<file path="config.mk">
export PLATFORM = sky130hd
export DESIGN_NAME = clk_div_prog
export DESIGN_NICKNAME = d
export VERILOG_FILES = /design/src/rtl/clk_div_prog.sv
export SDC_FILE = /design/constraint.sdc
export NUM_CORES = 1
export LEC_CHECK = 0
export CORE_ASPECT_RATIO = 0.8
export CORE_MARGIN = 4
export CORE_UTILIZATION = 45
export CTS_BUF_LIST = sky130_fd_sc_hd__clkbuf_8
export DETAILED_ROUTE_END_ITERATION = 8
export GPL_TIMING_DRIVEN = 1
export PLACE_DENSITY = 0.72
export SLEW_MARGIN = 10
export SYNTH_ARGS = -nofsm -noshare
export SYNTH_HDL_FRONTEND = slang
export SYNTH_SLANG_ARGS = --single-unit
export TNS_END_PERCENT = 5
</file>
<file path="constraint.sdc">
create_clock -name i_clk -period 19.6 [get_ports i_clk]
set_clock_uncertainty 0.05 [all_clocks]
set_input_delay 5.88 -clock i_clk [delete_from_list [all_inputs] [get_ports i_clk]]
set_output_delay 5.88 -clock i_clk [all_outputs]
set_load 0.02 [all_outputs]
</file>
<file path="src/rtl/clk_div_prog.sv">
// Runtime-programmable clock divider: registered divided clock, period tick,
// and glitch-free ratio/duty updates applied at period wrap or sync restart.
module clk_div_prog #(
  parameter int CNT_W       = 17,
  parameter int DIV_DEFAULT = 50000,
  parameter int HI_DEFAULT  = 25000
) (
  input  logic             i_clk,
  input  logic             i_rst,
  input  logic             i_en,
  input  logic             i_sync,
  input  logic             i_load,
  input  logic [CNT_W-1:0] i_div,
  input  logic [CNT_W-1:0] i_hi,
  output logic             o_clk,
  output logic             o_tick,
  output logic             o_ack,
  output logic             o_err,
  output logic [CNT_W-1:0] o_cnt
);

  localparam logic [CNT_W-1:0] ONE = CNT_W'(1);
  localparam logic [CNT_W-1:0] TWO = CNT_W'(2);

  logic [CNT_W-1:0] cnt_q, cnt_d;
  logic [CNT_W-1:0] div_a_q, div_a_d, hi_a_q, hi_a_d;
  logic [CNT_W-1:0] div_p_q, div_p_d, hi_p_q, hi_p_d;
  logic             pend_q, pend_d;
  logic             clk_q, clk_d;
  logic             tick_q, tick_d;
  logic             ack_q, ack_d;
  logic             err_q, err_d;

  logic             load_ok;
  logic             wrap;
  logic [CNT_W-1:0] hi_c;

  // Clamp keeps both phases at least one cycle long for any accepted divisor.
  always_comb begin
    if (i_hi == '0)        hi_c = ONE;
    else if (i_hi >= i_div) hi_c = i_div - ONE;
    else                    hi_c = i_hi;
  end

  assign load_ok = i_load && (i_div >= TWO);
  assign wrap    = (cnt_q == div_a_q - ONE);

  always_comb begin
    cnt_d   = cnt_q;
    div_a_d = div_a_q;
    hi_a_d  = hi_a_q;
    div_p_d = div_p_q;
    hi_p_d  = hi_p_q;
    pend_d  = pend_q;
    tick_d  = 1'b0;
    ack_d   = 1'b0;
    err_d   = i_load && !load_ok;

    if (i_sync) begin
      cnt_d  = '0;
      tick_d = 1'b1;
      if (load_ok) begin
        div_a_d = i_div;
        hi_a_d  = hi_c;
        pend_d  = 1'b0;
        ack_d   = 1'b1;
      end else if (pend_q) begin
        div_a_d = div_p_q;
        hi_a_d  = hi_p_q;
        pend_d  = 1'b0;
        ack_d   = 1'b1;
      end
    end else begin
      if (i_en) begin
        if (wrap) begin
          cnt_d  = '0;
          tick_d = 1'b1;
          if (pend_q) begin
            div_a_d = div_p_q;
            hi_a_d  = hi_p_q;
            pend_d  = 1'b0;
            ack_d   = 1'b1;
          end
        end else begin
          cnt_d = cnt_q + ONE;
        end
      end
      // A load on a wrap edge lands in the shadow after the old one is consumed.
      if (load_ok) begin
        div_p_d = i_div;
        hi_p_d  = hi_c;
        pend_d  = 1'b1;
      end
    end

    // Derived from next-state values so o_clk stays aligned with o_cnt.
    clk_d = (cnt_d >= (div_a_d - hi_a_d));
  end

  always_ff @(posedge i_clk) begin
    if (i_rst) begin
      cnt_q   <= '0;
      div_a_q <= CNT_W'(DIV_DEFAULT);
      hi_a_q  <= CNT_W'(HI_DEFAULT);
      div_p_q <= '0;
      hi_p_q  <= '0;
      pend_q  <= 1'b0;
      clk_q   <= 1'b0;
      tick_q  <= 1'b0;
      ack_q   <= 1'b0;
      err_q   <= 1'b0;
    end else begin
      cnt_q   <= cnt_d;
      div_a_q <= div_a_d;
      hi_a_q  <= hi_a_d;
      div_p_q <= div_p_d;
      hi_p_q  <= hi_p_d;
      pend_q  <= pend_d;
      clk_q   <= clk_d;
      tick_q  <= tick_d;
      ack_q   <= ack_d;
      err_q   <= err_d;
    end
  end

  assign o_clk  = clk_q;
  assign o_tick = tick_q;
  assign o_ack  = ack_q;
  assign o_err  = err_q;
  assign o_cnt  = cnt_q;

endmodule

</file>
==> out/results.ini <==
[drt]
drtPass1Iterations = 5
drtIter0Drc = 544
drcViolationCount = 0
wl_per_cell_um = 16.77
wirelength_um = 19470
vias = 6606
vias_per_cell = 5.690
ant_nets = 0

[sta]
grt_setup_unrepaired = no
fin_crit_sh_pct = 60.25
max-slew-margin-rel_pct = 49.53
setup_viol = 0
clock.fmax_mhz = 84.68
tightest_slew_ns = 0.7466
fin_tns_setup_ns = 0
maxSlewViolCount = 0
hold_viol_final = 0
min_period_ns = 11.81

[flow_run]
maxCapViolCount = 0

[clock_network]
cts.sinks = 90
insertion_delay_ns = 0.38
cts_max_level = 3
cts_hold_buf = 0
clk_pin_slew_ns = 0.10
cts_setup_buffers = 0
root_buffer = clkbuf_8
cts_max_path_buffers = 2
cts_buffers = 9
cts-resized-gates = 0
cts_tree = done

[power]
p_seq_share_pct = 41.7
p_int_w = 0.0003081
switching_share_pct = 36.30
peakVddDrop_uv = 35.61
switchingPower_w = 0.0001756
leakagePower_nw = 3.036
combPwrFrac_pct = 31.5
clockPowerShare_pct = 26.8
power.density_nw_per_um2 = 60.11

[critical_path]
r2r_end = o_clk
max_stage_delay_ns = 0.68
worstSetupStartpointType = input pin
rrSetupSlack_ns = 12.59
reg2reg_from = div_a_q[1]
reg2regPathDepth = 29
worst_ep_required_time_ns = 19.82
critical_path_peak_fanout = 65
cpMostUsedCell = a21oi_1
arrival_ns = 12.02
cpMaxStageDelayCell = nor4_1
endpoint_kind = flop
critical_path_class = in -> reg

[floorplanning]
die_y_um = 121.0
ioPinCount = 60
start_util_pct = 45.79
die_w_um = 149.3
dieArea_um2 = 18070
rows = 41
core_area_um2 = 15700

[worst_hold_path]
worstHoldEndpoint = hi_p_q[5]
min_from = hi_p_q[5]
hold_path_depth = 2
hold_class = reg -> reg

[global_route]
grt_max_degree = 73
grt_pass1_wl_um = 32220
use_met2_pct = 34.02
use_met1_pct = 31.95
first_global_vias = 6120
grt_use_total_pct = 21.89
grt.busiest_layer = met2
use_met3_pct = 3.921
grt-ovfl-total = 0
antenna_found_initial = 0

[synth]
synth_warnings = 0
synth.distinct_cells = 69
async_flop_share_pct = 0
synth_edf_count = 0
synth_nets = 1018
synth_area_um2 = 7188
ys.flop_type = dfxtp_1
synth_seq_cells = 90
synth_area_per_cell_um2 = 7.779
yosysSeqAreaShare_pct = 25.07
syn_inst = 924

[layout]
final_nets = 1035
fin_cells = 1161
drive_gt1_share_pct = 5.920
utilization_pct = 51.26
antennaDiodeCount = 0
fill_cells = 1569
syn2layout_area_growth_pct = 11.94

[placed_design]
gp_congestion = 0.9791
placed_cells = 1145
numPortBuffers = 59
dp_hpwl_um = 14570

[run_status]
status = completed

==> through the flow <==
stage / total power (W) / hold slack (ns) / worst slack, ns / area [um2]
6_report: 0.0004837 / 0.4266 / 7.791 / 8046
5_1_grt: 0.0005150 / 0.4491 / 7.247 / 8046
4_1_cts: 0.0004865 / 0.4285 / 7.925 / 8046
3_5_place_dp: 0.0003561 / 0.4119 / 7.528 / 7854
3_3_place_gp: 0.0003539 / 0.4054 / 7.547 / 7854
2_1_floorplan: 0.0003154 / 0.3913 / 8.548 / 7188
==> synth_stat cells, types with 7 or more instances <==
cell      instances  share of area, %
clkbuf_1         48               2.5
dfxtp_1          90                25
mux2i_1          61               8.5
o21a_1           17               1.8
xnor2_1          36               4.4
nor4_1            8              0.70
nor3_1           20               1.4
a21o_1           11               1.1
a211oi_1         15               1.6
nand2b_1          9              0.78
nand2_1         124               6.5
xor2_1           25               3.0
nand4_1          12               1.0
o21ai_0          20               1.4
o21ai_1          14              0.97
nor2_1           91               4.8
inv_1            35               1.8
nand3_1          17               1.2
ha_1             54               9.4
mux2_2            7               1.1
and2_1           11              0.96
o211ai_1         42               4.4
a21oi_1          59               4.1
==> worst max path at each step <==
stage / end / cells past startpoint / slack [ns] / startpoint
floorplan: o_clk / 29 / 8.55 / i_div[2]
global placement: o_clk / 25 / 7.55 / i_div[2]
detailed placement: o_clk / 25 / 7.53 / i_div[2]
CTS: o_clk / 25 / 7.93 / i_div[2]
global route: o_clk / 25 / 7.25 / i_div[2]
finish: o_clk / 25 / 7.79 / i_div[2]
==> power groups by stage <==
stage | combinational, W | clock [W] | sequential, W
after CTS | 0.000152 | 0.000133 | 0.000202
after floorplan | 0.000114 | 0 | 0.000202
final | 0.000152 | 0.000130 | 0.000202
after global routing | 0.000173 | 0.000139 | 0.000203
after global placement | 0.000149 | 0 | 0.000205
after detailed placement | 0.000150 | 0 | 0.000206
==> worst max-delay path, delay by kind of cell <==
family / cells / cell delay (ns)
buf+inv: 2 / 1.08
xor+xnor: 1 / 0.16
simple gates: 6 / 1.58
compound gates: 14 / 2.52
fa+ha+maj: 2 / 0.79
==> cell type report <==
type / count / area [um2] / share of cell area, %
well taps: 215 / 269.0 / 3.343
multi-input cells: 736 / 4999 / 62.12
clock buffers: 9 / 123.9 / 1.539
inverters: 36 / 135.1 / 1.679
repair buffers: 68 / 648.1 / 8.055
flip-flops and latches: 90 / 1803 / 22.41
clock inverters: 7 / 68.82 / 0.8552
==> metal layers <==
| metal | share of wire, % | vias up |
|---|---|---|
| met5 | 0 | - |
| met3 | 5.4 | 23 |
| met1 | 49 | 3070 |
| met4 | 1.4 | 0 |
| li1 | - | 3333 |
| met2 | 45 | 180 |
==> flip-flops by register name (all words and copies together) (netlist names) <==
register	flops
div_a_q	17
hi_a_q	17
o_clk	1
o_cnt	17
pend_q	1
div_p_q	17
o_tick	1
o_err	1
o_ack	1
hi_p_q	17
==> kinds of logic (layout without fill, tap and decap cells) <==
logic type | after synthesis | count (layout) | share of synthesized area [%]
xor+xnor | 61 | 61 | 7.433
simple gates | 333 | 333 | 22.07
compound gates | 217 | 217 | 20.30
flops | 90 | 90 | 25.07
mux | 70 | 70 | 9.904
buf+inv | 98 | 120 | 5.553
fa+ha+maj | 55 | 55 | 9.678
==> cell usage in the layout (no fill, tap or decap), types with 7 or more instances in the layout <==
cell type / n
nand2b_1: 9
a21oi_1: 59
nor3_1: 20
buf_4: 9
o21ai_0: 20
nor4_1: 7
o21ai_1: 14
nand4_1: 12
nand2_1: 123
xnor2_1: 36
and2_1: 11
inv_1: 35
nor2_1: 90
dfxtp_1: 89
clkbuf_8: 9
a211oi_1: 15
o211ai_1: 42
ha_1: 54
nand3_1: 17
clkdlybuf4s50_1: 57
xor2_1: 25
o21a_1: 17
mux2i_1: 61
mux2_2: 7
a21o_1: 11
(Power assumes the default switching activity.)
